### src/rtl/zynq_axi3_line_master_if.sv
// zynq_axi3_line_master_if: AXI3 port bundle between the line master and the m00_axi memory.
interface zynq_axi3_line_master_if #(
  parameter int addr_width_p = 32,
  parameter int data_width_p = 32,
  parameter int id_width_p   = 6
);
  logic [addr_width_p-1:0]   awaddr, araddr;
  logic                      awvalid, awready, arvalid, arready;
  logic [id_width_p-1:0]     awid, arid, wid, bid, rid;
  logic [3:0]                awlen, arlen, awcache, arcache, awqos, arqos;
  logic [2:0]                awsize, arsize, awprot, arprot;
  logic [1:0]                awburst, arburst, awlock, arlock, bresp, rresp;
  logic [data_width_p-1:0]   wdata, rdata;
  logic [data_width_p/8-1:0] wstrb;
  logic                      wvalid, wready, wlast, bvalid, bready, rvalid, rready, rlast;
  modport master (
    output awaddr, awvalid, awid, awlen, awsize, awburst, awlock, awcache, awprot, awqos,
    input  awready,
    output wdata, wstrb, wvalid, wlast, wid,
    input  wready,
    input  bvalid, bid, bresp,
    output bready,
    output araddr, arvalid, arid, arlen, arsize, arburst, arlock, arcache, arprot, arqos,
    input  arready,
    input  rdata, rvalid, rid, rlast, rresp,
    output rready
  );
  modport slave (
    input  awaddr, awvalid, awid, awlen, awsize, awburst, awlock, awcache, awprot, awqos,
    output awready,
    input  wdata, wstrb, wvalid, wlast, wid,
    output wready,
    output bvalid, bid, bresp,
    input  bready,
    input  araddr, arvalid, arid, arlen, arsize, arburst, arlock, arcache, arprot, arqos,
    output arready,
    output rdata, rvalid, rid, rlast, rresp,
    input  rready
  );
endinterface

### src/rtl/zynq_axi3_line_master.sv
// zynq_axi3_line_master: one-line-at-a-time AXI3 INCR burst master for the m00_axi port.
module zynq_axi3_line_master #(
  parameter int addr_width_p = 32,
  parameter int data_width_p = 32,
  parameter int id_width_p   = 6,
  parameter int axi_id_p     = 0,
  parameter int burst_len_p  = 8
) (
  input  logic                    clk_i,
  input  logic                    reset_i,
  input  logic                    req_v_i,
  input  logic                    req_w_i,
  input  logic [addr_width_p-1:0] req_addr_i,
  output logic                    req_ready_o,
  input  logic [data_width_p-1:0] wdata_i,
  input  logic                    wdata_v_i,
  output logic                    wdata_ready_o,
  output logic [data_width_p-1:0] rdata_o,
  output logic                    rdata_v_o,
  input  logic                    rdata_ready_i,
  output logic                    err_o,
  zynq_axi3_line_master_if.master m_axi
);
  typedef enum logic [2:0] {IDLE, AW, W, B, AR, R} state_e;
  localparam int cnt_w_lp = $clog2(burst_len_p) + 1;
  localparam logic [cnt_w_lp-1:0] last_lp = cnt_w_lp'(burst_len_p - 1);
  localparam logic [addr_width_p-1:0] off_mask_lp = addr_width_p'(burst_len_p * data_width_p / 8 - 1);
  state_e state, state_n;
  logic [addr_width_p-1:0] addr_r;
  logic [cnt_w_lp-1:0] cnt_r;
  logic err_r, w_hs, r_hs, b_hs;
  assign w_hs = m_axi.wvalid & m_axi.wready;
  assign r_hs = m_axi.rvalid & m_axi.rready;
  assign b_hs = m_axi.bvalid & m_axi.bready;
  assign err_o = err_r;
  assign rdata_o = m_axi.rdata;
  assign m_axi.wdata = wdata_i;
  assign m_axi.awaddr = addr_r;
  assign m_axi.araddr = addr_r;
  assign m_axi.awid = id_width_p'(axi_id_p);
  assign m_axi.arid = id_width_p'(axi_id_p);
  assign m_axi.wid = id_width_p'(axi_id_p);
  assign m_axi.awlen = 4'(burst_len_p - 1);
  assign m_axi.arlen = 4'(burst_len_p - 1);
  assign m_axi.awsize = 3'($clog2(data_width_p / 8));
  assign m_axi.arsize = 3'($clog2(data_width_p / 8));
  assign m_axi.awburst = 2'b01;
  assign m_axi.arburst = 2'b01;
  assign m_axi.wstrb = '1;
  assign m_axi.awlock = 2'b00;
  assign m_axi.arlock = 2'b00;
  assign m_axi.awcache = 4'b0011;
  assign m_axi.arcache = 4'b0011;
  assign m_axi.awprot = 3'b000;
  assign m_axi.arprot = 3'b000;
  assign m_axi.awqos = 4'b0000;
  assign m_axi.arqos = 4'b0000;
  always_ff @(posedge clk_i or posedge reset_i)
    if (reset_i) state <= IDLE;
    else state <= state_n;
  always_comb begin
    state_n = state;
    case (state)
      IDLE: if (req_v_i) state_n = req_w_i ? AW : AR;
      AW:   if (m_axi.awready) state_n = W;
      W:    if (w_hs && m_axi.wlast) state_n = B;
      B:    if (m_axi.bvalid) state_n = IDLE;
      AR:   if (m_axi.arready) state_n = R;
      R:    if (r_hs && m_axi.rlast) state_n = IDLE;
      default: state_n = IDLE;
    endcase
  end
  // req_ready is held low while reset is asserted so it first rises after release
  always_comb begin
    req_ready_o = state == IDLE && !reset_i;
    m_axi.awvalid = state == AW;
    m_axi.arvalid = state == AR;
    m_axi.wvalid = state == W && wdata_v_i;
    wdata_ready_o = state == W && m_axi.wready;
    m_axi.wlast = state == W && cnt_r == last_lp;
    m_axi.bready = state == B;
    m_axi.rready = state == R && rdata_ready_i;
    rdata_v_o = state == R && m_axi.rvalid;
  end
  // rlast must coincide with the final counted beat, otherwise the line is flagged
  always_ff @(posedge clk_i or posedge reset_i)
    if (reset_i) begin
      addr_r <= '0;
      cnt_r <= '0;
      err_r <= 1'b0;
    end else begin
      if (req_v_i && req_ready_o) begin
        addr_r <= req_addr_i & ~off_mask_lp;
        cnt_r <= '0;
      end else if (w_hs || r_hs) cnt_r <= cnt_r + cnt_w_lp'(1);
      if ((b_hs && m_axi.bresp != 2'b00) ||
          (r_hs && (m_axi.rresp != 2'b00 || m_axi.rlast != (cnt_r == last_lp))))
        err_r <= 1'b1;
    end
endmodule

### src/flat_wrapper.sv
// flat-port wrapper written by rule: the top's interface ports become plain ports
module zynq_axi3_line_master_flat 
#(
  parameter int addr_width_p = 32,
  parameter int data_width_p = 32,
  parameter int id_width_p   = 6,
  parameter int axi_id_p     = 0,
  parameter int burst_len_p  = 8
)
  (clk_i, reset_i, req_v_i, req_w_i, req_addr_i, req_ready_o, wdata_i, wdata_v_i, wdata_ready_o, rdata_o, rdata_v_o, rdata_ready_i, err_o, m_axi_awaddr, m_axi_awvalid, m_axi_awid, m_axi_awlen, m_axi_awsize, m_axi_awburst, m_axi_awlock, m_axi_awcache, m_axi_awprot, m_axi_awqos, m_axi_awready, m_axi_wdata, m_axi_wstrb, m_axi_wvalid, m_axi_wlast, m_axi_wid, m_axi_wready, m_axi_bvalid, m_axi_bid, m_axi_bresp, m_axi_bready, m_axi_araddr, m_axi_arvalid, m_axi_arid, m_axi_arlen, m_axi_arsize, m_axi_arburst, m_axi_arlock, m_axi_arcache, m_axi_arprot, m_axi_arqos, m_axi_arready, m_axi_rdata, m_axi_rvalid, m_axi_rid, m_axi_rlast, m_axi_rresp, m_axi_rready);
  zynq_axi3_line_master_if #(.addr_width_p(addr_width_p), .data_width_p(data_width_p), .id_width_p(id_width_p)) m_axi_i ();
  input  logic clk_i;
  input  logic reset_i;
  input  logic req_v_i;
  input  logic req_w_i;
  input  logic [addr_width_p-1:0] req_addr_i;
  output logic req_ready_o;
  input  logic [data_width_p-1:0] wdata_i;
  input  logic wdata_v_i;
  output logic wdata_ready_o;
  output logic [data_width_p-1:0] rdata_o;
  output logic rdata_v_o;
  input  logic rdata_ready_i;
  output logic err_o;
  output wire logic [$bits(m_axi_i.awaddr)-1:0] m_axi_awaddr;
  output wire logic [$bits(m_axi_i.awvalid)-1:0] m_axi_awvalid;
  output wire logic [$bits(m_axi_i.awid)-1:0] m_axi_awid;
  output wire logic [$bits(m_axi_i.awlen)-1:0] m_axi_awlen;
  output wire logic [$bits(m_axi_i.awsize)-1:0] m_axi_awsize;
  output wire logic [$bits(m_axi_i.awburst)-1:0] m_axi_awburst;
  output wire logic [$bits(m_axi_i.awlock)-1:0] m_axi_awlock;
  output wire logic [$bits(m_axi_i.awcache)-1:0] m_axi_awcache;
  output wire logic [$bits(m_axi_i.awprot)-1:0] m_axi_awprot;
  output wire logic [$bits(m_axi_i.awqos)-1:0] m_axi_awqos;
  input wire logic [$bits(m_axi_i.awready)-1:0] m_axi_awready;
  output wire logic [$bits(m_axi_i.wdata)-1:0] m_axi_wdata;
  output wire logic [$bits(m_axi_i.wstrb)-1:0] m_axi_wstrb;
  output wire logic [$bits(m_axi_i.wvalid)-1:0] m_axi_wvalid;
  output wire logic [$bits(m_axi_i.wlast)-1:0] m_axi_wlast;
  output wire logic [$bits(m_axi_i.wid)-1:0] m_axi_wid;
  input wire logic [$bits(m_axi_i.wready)-1:0] m_axi_wready;
  input wire logic [$bits(m_axi_i.bvalid)-1:0] m_axi_bvalid;
  input wire logic [$bits(m_axi_i.bid)-1:0] m_axi_bid;
  input wire logic [$bits(m_axi_i.bresp)-1:0] m_axi_bresp;
  output wire logic [$bits(m_axi_i.bready)-1:0] m_axi_bready;
  output wire logic [$bits(m_axi_i.araddr)-1:0] m_axi_araddr;
  output wire logic [$bits(m_axi_i.arvalid)-1:0] m_axi_arvalid;
  output wire logic [$bits(m_axi_i.arid)-1:0] m_axi_arid;
  output wire logic [$bits(m_axi_i.arlen)-1:0] m_axi_arlen;
  output wire logic [$bits(m_axi_i.arsize)-1:0] m_axi_arsize;
  output wire logic [$bits(m_axi_i.arburst)-1:0] m_axi_arburst;
  output wire logic [$bits(m_axi_i.arlock)-1:0] m_axi_arlock;
  output wire logic [$bits(m_axi_i.arcache)-1:0] m_axi_arcache;
  output wire logic [$bits(m_axi_i.arprot)-1:0] m_axi_arprot;
  output wire logic [$bits(m_axi_i.arqos)-1:0] m_axi_arqos;
  input wire logic [$bits(m_axi_i.arready)-1:0] m_axi_arready;
  input wire logic [$bits(m_axi_i.rdata)-1:0] m_axi_rdata;
  input wire logic [$bits(m_axi_i.rvalid)-1:0] m_axi_rvalid;
  input wire logic [$bits(m_axi_i.rid)-1:0] m_axi_rid;
  input wire logic [$bits(m_axi_i.rlast)-1:0] m_axi_rlast;
  input wire logic [$bits(m_axi_i.rresp)-1:0] m_axi_rresp;
  output wire logic [$bits(m_axi_i.rready)-1:0] m_axi_rready;
  assign m_axi_awaddr = m_axi_i.awaddr;
  assign m_axi_awvalid = m_axi_i.awvalid;
  assign m_axi_awid = m_axi_i.awid;
  assign m_axi_awlen = m_axi_i.awlen;
  assign m_axi_awsize = m_axi_i.awsize;
  assign m_axi_awburst = m_axi_i.awburst;
  assign m_axi_awlock = m_axi_i.awlock;
  assign m_axi_awcache = m_axi_i.awcache;
  assign m_axi_awprot = m_axi_i.awprot;
  assign m_axi_awqos = m_axi_i.awqos;
  assign m_axi_i.awready = m_axi_awready;
  assign m_axi_wdata = m_axi_i.wdata;
  assign m_axi_wstrb = m_axi_i.wstrb;
  assign m_axi_wvalid = m_axi_i.wvalid;
  assign m_axi_wlast = m_axi_i.wlast;
  assign m_axi_wid = m_axi_i.wid;
  assign m_axi_i.wready = m_axi_wready;
  assign m_axi_i.bvalid = m_axi_bvalid;
  assign m_axi_i.bid = m_axi_bid;
  assign m_axi_i.bresp = m_axi_bresp;
  assign m_axi_bready = m_axi_i.bready;
  assign m_axi_araddr = m_axi_i.araddr;
  assign m_axi_arvalid = m_axi_i.arvalid;
  assign m_axi_arid = m_axi_i.arid;
  assign m_axi_arlen = m_axi_i.arlen;
  assign m_axi_arsize = m_axi_i.arsize;
  assign m_axi_arburst = m_axi_i.arburst;
  assign m_axi_arlock = m_axi_i.arlock;
  assign m_axi_arcache = m_axi_i.arcache;
  assign m_axi_arprot = m_axi_i.arprot;
  assign m_axi_arqos = m_axi_i.arqos;
  assign m_axi_i.arready = m_axi_arready;
  assign m_axi_i.rdata = m_axi_rdata;
  assign m_axi_i.rvalid = m_axi_rvalid;
  assign m_axi_i.rid = m_axi_rid;
  assign m_axi_i.rlast = m_axi_rlast;
  assign m_axi_i.rresp = m_axi_rresp;
  assign m_axi_rready = m_axi_i.rready;
  zynq_axi3_line_master #(.addr_width_p(addr_width_p), .data_width_p(data_width_p), .id_width_p(id_width_p), .axi_id_p(axi_id_p), .burst_len_p(burst_len_p)) u_core (.clk_i(clk_i), .reset_i(reset_i), .req_v_i(req_v_i), .req_w_i(req_w_i), .req_addr_i(req_addr_i), .req_ready_o(req_ready_o), .wdata_i(wdata_i), .wdata_v_i(wdata_v_i), .wdata_ready_o(wdata_ready_o), .rdata_o(rdata_o), .rdata_v_o(rdata_v_o), .rdata_ready_i(rdata_ready_i), .err_o(err_o), .m_axi(m_axi_i));
endmodule
### config.mk
export PLATFORM = sky130hd
export DESIGN_NAME = zynq_axi3_line_master_flat
export DESIGN_NICKNAME = d
export VERILOG_FILES = /design/src/rtl/zynq_axi3_line_master_if.sv /design/src/rtl/zynq_axi3_line_master.sv /design/src/flat_wrapper.sv
export SDC_FILE = /design/constraint.sdc
export NUM_CORES = 1
export LEC_CHECK = 0
export CORE_AREA = 2 2 126 128
export CTS_BUF_LIST = sky130_fd_sc_hd__clkbuf_4 sky130_fd_sc_hd__clkbuf_8
export CTS_CLUSTER_DIAMETER = 150
export DETAILED_ROUTE_END_ITERATION = 10
export DIE_AREA = 0 0 128 130
export HOLD_SLACK_MARGIN = 0.06
export PLACE_DENSITY = 0.67
export SLEW_MARGIN = 20
export SYNTH_ARGS = -nofsm -noshare
export SYNTH_HDL_FRONTEND = slang
export SYNTH_SLANG_ARGS = --single-unit
### constraint.sdc
create_clock -name clk_i -period 1.59 [get_ports clk_i]
set_clock_uncertainty 0.2 [all_clocks]
set_input_delay 0.159 -clock clk_i [delete_from_list [all_inputs] [get_ports clk_i]]
set_output_delay 0.159 -clock clk_i [all_outputs]
set_load 0.03 [all_outputs]
==> flow_summary.toml, run 1 <==
[logic_synthesis]
synth-seq-cells = 35
synth_seq_area_share_pct = 30.4
ys_types = 36
synth_area_mm2 = 0.00288
yosys_warnings = 0
synthCells = 291
post_synth.cell_area_avg_um2 = 9.91

[critical_path]
crit_buf_inv = 2
cp-end-kind = "output pin"
arrival_ns = 1.49
worstReg2RegStart = "u_core.state[0]$_DFFE_PP0P_"
critPathKind = "reg -> out"
worst-r2r-setup-slack_ns = -0.25
critPathMaxFanout = 3
crit_start = "u_core.state[2]$_DFFE_PP0P_"
cp_top_family = "simple AND/OR/NAND/NOR gates"
reg2reg_to = "u_core.state[0]$_DFFE_PP0P_"
start_kind = "flip-flop"
r2r_cells = 6
critical-path-max-stage-delay_ns = 0.44
cp_common_cell = "buf_6"
required_ns = 1.23
worstSetupPathDepth = 4
slowest_stage = "dfrtp_2"
crit_chain = "or3b_4, buf_6, nor2_4, buf_6"
endpoint = "m_axi_wlast"

[place]
dpl_cell_area_mm2 = 0.00336
place.gp.congestion = 0.721
hpwl_um = 5030
post-place-ws_ns = -0.331
portBuffers = 106

[global_route]
grt_first_pass_wirelength_um = 9050
grt_overflow = 0
grt_max_degree = 36
grt_use_total_pct = 7.49
grt_pass1_vias = 1625
antenna_found_initial = 0

[power_and_ir_drop]
power.leakage_nw = 1.79
peakVddDrop_v = 0.000491
cellPowerDensity_mw_per_mm2 = 1970

[clock_network]
cts_root_buf = "clkbuf_8"
cts.sinks = 35
clk_path_buf_depth = 2
worstSkewPairLatency_ns = 0.31
cts_made_buffers = 5
path_clk_slew_ns = 0.09
cts_tree = "done"
cts_htree_levels = 2

[floorplan]
die_x_um = 128
std_cell_rows = 46
die-area_mm2 = 0.0166
die_h_um = 130
io_pins = 328
initial_core_util_pct = 18.7
core_area_mm2 = 0.0154

[drt]
drt_wl_total_um = 6670
wl_met2_um = 3180
wl_met1_um = 2220
first_iter_violations = 45
num_vias = 1825
first_pass_iters = 4
drc_errors = 0
wire_per_inst_um = 12.5
via_per_inst = 3.43
ant_nets = 0
topRoutingLayerUsed = "met4"
wl_met3_um = 752

[sta]
finalHoldViolations = 0
drv_slew = 0
finalCriticalPeriod_ns = 1.85
hold_slack_ns = 0.118
fin_ws_ns = -0.263
setup_tns_ns = -8.54
fmax_mhz = 540
rsz0062_at_grt = "yes"
setup_violations = 41
fin_crit_sh_pct = 117

[worst_hold_path]
min_path_type = "in -> out"

[layout]
n_fill_cell = 1674
layout_common_cells = "conb_1 (76), dlygate4sd2_1 (55), clkdlybuf4s50_1 (42)"
layout_commonest_cell = "conb_1"
area_growth_pct = 26.6
regArea_um2 = 880
nets = 464
multi_input_area_mm2 = 0.00106
final_layout_size_suffix_gt1_share_pct = 29.4
final_area_mm2 = 0.00365
num_antenna_cells = 0

[run_status]
violations = "negative setup slack"
status = "finished with violations"

[run]
cap_violations = 0
==> cell families (layout without fill, tap and decap cells) <==
group                      count (synthesis)  count (layout)  synth area share [%]
AOI/OAI and AO/OA                         13              13                  3.47
adders and majority gates                  1               1                 0.434
other                                      2              76                 0.260
muxes                                     31              31                  13.0
xor gates and xnor gates                   2               2                 0.607
DFF                                       35              35                  30.4
and+or+nand+nor                           31              31                  6.51
buffers and inverters                    176             151                  45.3
==> final cells by class <==
cell class | count | area share, %
timing repair buffer | 140 | 36.8
sequential | 35 | 24.1
clock inverter | 2 | 0.960
inverter | 3 | 0.308
clock buffer | 6 | 2.26
multi-input combinational | 154 | 29.0
tap | 192 | 6.58
==> Yosys cell counts <==
cell type	number	share of area (%)
a21boi_0	1	0.26
a21oi_1	3	0.52
a22oi_1	1	0.26
and2_1	2	0.43
and3_1	2	0.43
buf_2	1	0.17
buf_4	168	44
buf_6	2	0.78
clkbuf_1	2	0.26
conb_1	2	0.26
dfrtp_1	35	30
ha_1	1	0.43
inv_1	3	0.39
mux2_1	1	0.39
mux2_2	19	7.4
mux2_4	8	4.2
mux2i_1	3	1.0
nand2_1	8	1.0
nand3_1	1	0.17
nand3b_1	3	0.78
nand4_1	1	0.22
nor2_1	4	0.52
nor2b_1	3	0.65
nor3_1	2	0.35
nor3b_1	2	0.52
nor4_4	1	0.74
o211ai_1	1	0.26
o21ai_0	2	0.35
o21bai_1	1	0.26
o22ai_4	1	0.69
o31a_1	1	0.30
o31ai_1	1	0.26
o32ai_1	1	0.30
or3b_4	1	0.39
or4_1	1	0.26
xnor2_1	2	0.61
==> how the worst min path moves through the flow <==
| stage | from | end | slack, ns | depth (start not counted) |
|---|---|---|---|---|
| global placement | wdata_i[1] | m_axi_wdata[1] | 0.12 | 0 |
| global route | m_axi_rdata[14] | rdata_o[14] | 0.12 | 0 |
| floorplan | req_v_i | u_core.cnt_r[0]$_DFFE_PP0P_ | 0.04 | 1 |
| finish | wdata_i[25] | m_axi_wdata[25] | 0.12 | 0 |
| CTS | wdata_i[1] | m_axi_wdata[1] | 0.12 | 0 |
| detailed placement | wdata_i[1] | m_axi_wdata[1] | 0.12 | 0 |
==> stage by stage <==
stage	power [W]	cells	util, %
detailed placement	0.00638	510	21.8
global placement	0.00628	510	21.8
finish	0.00720	532	23.7
CTS	0.00709	527	23.2
global route	0.00759	532	23.7
floorplan	0.00526	365	-
==> timing repair <==
item,CTS,global route
hold buffers,0,0
endpoints found under the setup margin,96,42
pin swaps,8,4
resized for setup,80,11
setup buffers,9,5
==> layer usage <==
| layer | vias to the layer above | GRT usage, % |
|---|---|---|
| met1 | 849 | 7.33 |
| met4 | 0 | 7.50 |
| met5 | - | 0 |
| met3 | 42 | 3.44 |
| li1 | 790 | - |
| met2 | 144 | 11.6 |
==> registers in the layout, indices dropped and copies added (netlist names) <==
signal,flops
u_core.m_axi.araddr,27
u_core.err_o,1
u_core.cnt_r,4
u_core.state,3
==> report_power, final <==
group | switching, W | internal (W) | total, W
Clock | 0.000366 | 0.000508 | 0.000875
Combinational | 0.00276 | 0.00192 | 0.00468
Sequential | 0.000320 | 0.00133 | 0.00165
Total | 0.00344 | 0.00376 | 0.00720
No activity file was read; power rests on OpenSTA's default activity.
==> run 2, diff against run 1 <==
REMOVE_ABC_BUFFERS = 1   (was default)
==> run 2 against run 1 <==
Compared with the run above: the flow still finishes with violations (negative setup slack); worst hold slack hardly changed; wire length is 85% higher; die area stayed put; critical path type unchanged; total power is 3.4% lower; sequential share of layout area is 0.22 points higher; non-clock buffer count stayed put; via count is 4.7% higher; final cell count stayed put; worst setup slack better by 0.013 ns; global-route usage is 6.7 points higher; sequential cell count stayed put; count of clock-buffer cells in the layout is 1 higher.
==> flow_summary.toml, run 2 (same netlist as run 1, synthesis figures left out) <==
[run_status]
status = "finished with violations"
violations = "negative setup slack"

[power_and_ir_drop]
power.leakage_nw = 1.77
cellPowerDensity_mw_per_mm2 = 1920
peakVddDrop_v = 0.000497

[place]
hpwl_um = 10800
place.gp.congestion = 0.771
portBuffers = 106
post-place-ws_ns = -0.219

[sta]
rsz0062_at_grt = "yes"
fin_crit_sh_pct = 116
drv_slew = 0
setup_violations = 41
finalHoldViolations = 0
finalCriticalPeriod_ns = 1.84
setup_tns_ns = -7.55
fmax_mhz = 543
fin_ws_ns = -0.250

[floorplan]
die_x_um = 128
io_pins = 328
initial_core_util_pct = 18.7
std_cell_rows = 46
core_area_mm2 = 0.0154
die_h_um = 130
die-area_mm2 = 0.0166

[layout]
n_fill_cell = 1692
area_growth_pct = 25.4
nets = 464
layout_commonest_cell = "conb_1"
layout_common_cells = "conb_1 (76), dlygate4sd2_1 (55), clkdlybuf4s50_1 (42)"
final_layout_size_suffix_gt1_share_pct = 28.5
num_antenna_cells = 0
largest_reg_flops = 27

[critical_path]
cp_top_family = "simple AND/OR/NAND/NOR gates"
cp-end-kind = "output pin"
worstReg2RegStart = "u_core.state[0]$_DFFE_PP0P_"
critPathKind = "reg -> out"
start_kind = "flip-flop"
worstSetupPathDepth = 4
critical-path-max-stage-delay_ns = 0.45
crit_buf_inv = 2
slowest_stage = "dfrtp_2"
worst-r2r-setup-slack_ns = -0.24
reg2reg_to = "u_core.m_axi.araddr[7]$_DFFE_PP0P_"
critPathMaxFanout = 5
crit_chain = "or3b_4, buf_6, nor2_4, buf_6"
r2r_cells = 5
required_ns = 1.23
arrival_ns = 1.48
cp_common_cell = "buf_6"

[global_route]
grt_first_pass_wirelength_um = 15400
antenna_found_initial = 0
grt_overflow = 0
grt_max_degree = 30
grt_pass1_vias = 1754
grt_use_total_pct = 14.1

[clock_network]
cts_tree = "done"
cts_htree_levels = 2
cts_made_buffers = 5
clk_path_buf_depth = 2
path_clk_slew_ns = 0.08
cts.sinks = 35
cts_root_buf = "clkbuf_8"
worstSkewPairLatency_ns = 0.30

[drt]
drt_wl_total_um = 12400
topRoutingLayerUsed = "met5"
first_iter_violations = 32
wl_met2_um = 5430
ant_nets = 0
wl_met3_um = 3740
wire_per_inst_um = 23.2
drc_errors = 0
first_pass_iters = 4
wl_met1_um = 2900
num_vias = 1911
via_per_inst = 3.59

[worst_hold_path]
min_path_type = "in -> out"
min-delay-start = "m_axi_rdata[11]"
holdPathEnd = "rdata_o[11]"
holdPathStages = 0

[run]
cap_violations = 0
## run 2: timing repair
action,in CTS,in global routing
pin swaps,10,7
buffers inserted,9,2
hold buffers,1,0
setup endpoints to repair,96,42
gates resized for setup,83,10
hold endpoints to repair,8,0
## run 2: metrics by stage
step	utilization (%)	hold WS, ns	total power [W]	instance area (um^2)	std cells
6_report	23.5	0.118	0.00696	3620	532
3_5_place_dp	21.8	0.118	0.00639	3360	512
3_3_place_gp	21.8	0.118	0.00630	3360	512
2_1_floorplan	-	0.0414	0.00425	1870	192
4_1_cts	23.1	0.118	0.00692	3570	530
5_1_grt	23.5	0.118	0.00737	3620	532
## run 2: power breakdown
part / leakage [nW] / switching [W] / internal, W
logic: 1.29 / 0.00271 / 0.00188
registers: 0.422 / 0.000327 / 0.00133
clock network: 0.0519 / 0.000345 / 0.000372
## run 2: area by class of cell
cell class	instances	area (um^2)	share of cell area, %
inverter	3	11.3	0.311
sequential	35	880	24.3
tap	192	240	6.64
timing repair buffer	140	1340	37.1
multi-input combinational	154	1050	28.9
clock buffer	7	90.1	2.49
clock inverter	1	8.76	0.242
## run 2: worst max-delay path by stage
stage,startpoint,to,slack [ns]
after detailed placement,reset_i,u_core.m_axi.araddr[15]$_DFFE_PP0P_,-0.22
after CTS,u_core.state[2]$_DFFE_PP0P_,m_axi_wlast,-0.27
final,u_core.state[2]$_DFFE_PP0P_,m_axi_wlast,-0.25
after global routing,u_core.state[0]$_DFFE_PP0P_,req_ready_o,-0.30
after floorplan,u_core.state[0]$_DFFE_PP0P_,u_core.m_axi.araddr[10]$_DFFE_PP0P_,-1.01
after global placement,req_v_i,u_core.state[0]$_DFFE_PP0P_,-0.20
## run 2: layer usage
layer | global-route usage, % | vias up
li1 | - | 790
met4 | 3.04 | 4
met2 | 20.9 | 234
met3 | 20.6 | 15
met5 | 6.47 | -
met1 | 9.74 | 868
## run 2: worst register-to-register path, delay by kind of cell (launching register included)
family	cells	cell delay [ns]
DFF	1	0.43
and+or+nand+nor	2	0.40
muxes	1	0.35
buffers and inverters	2	0.31
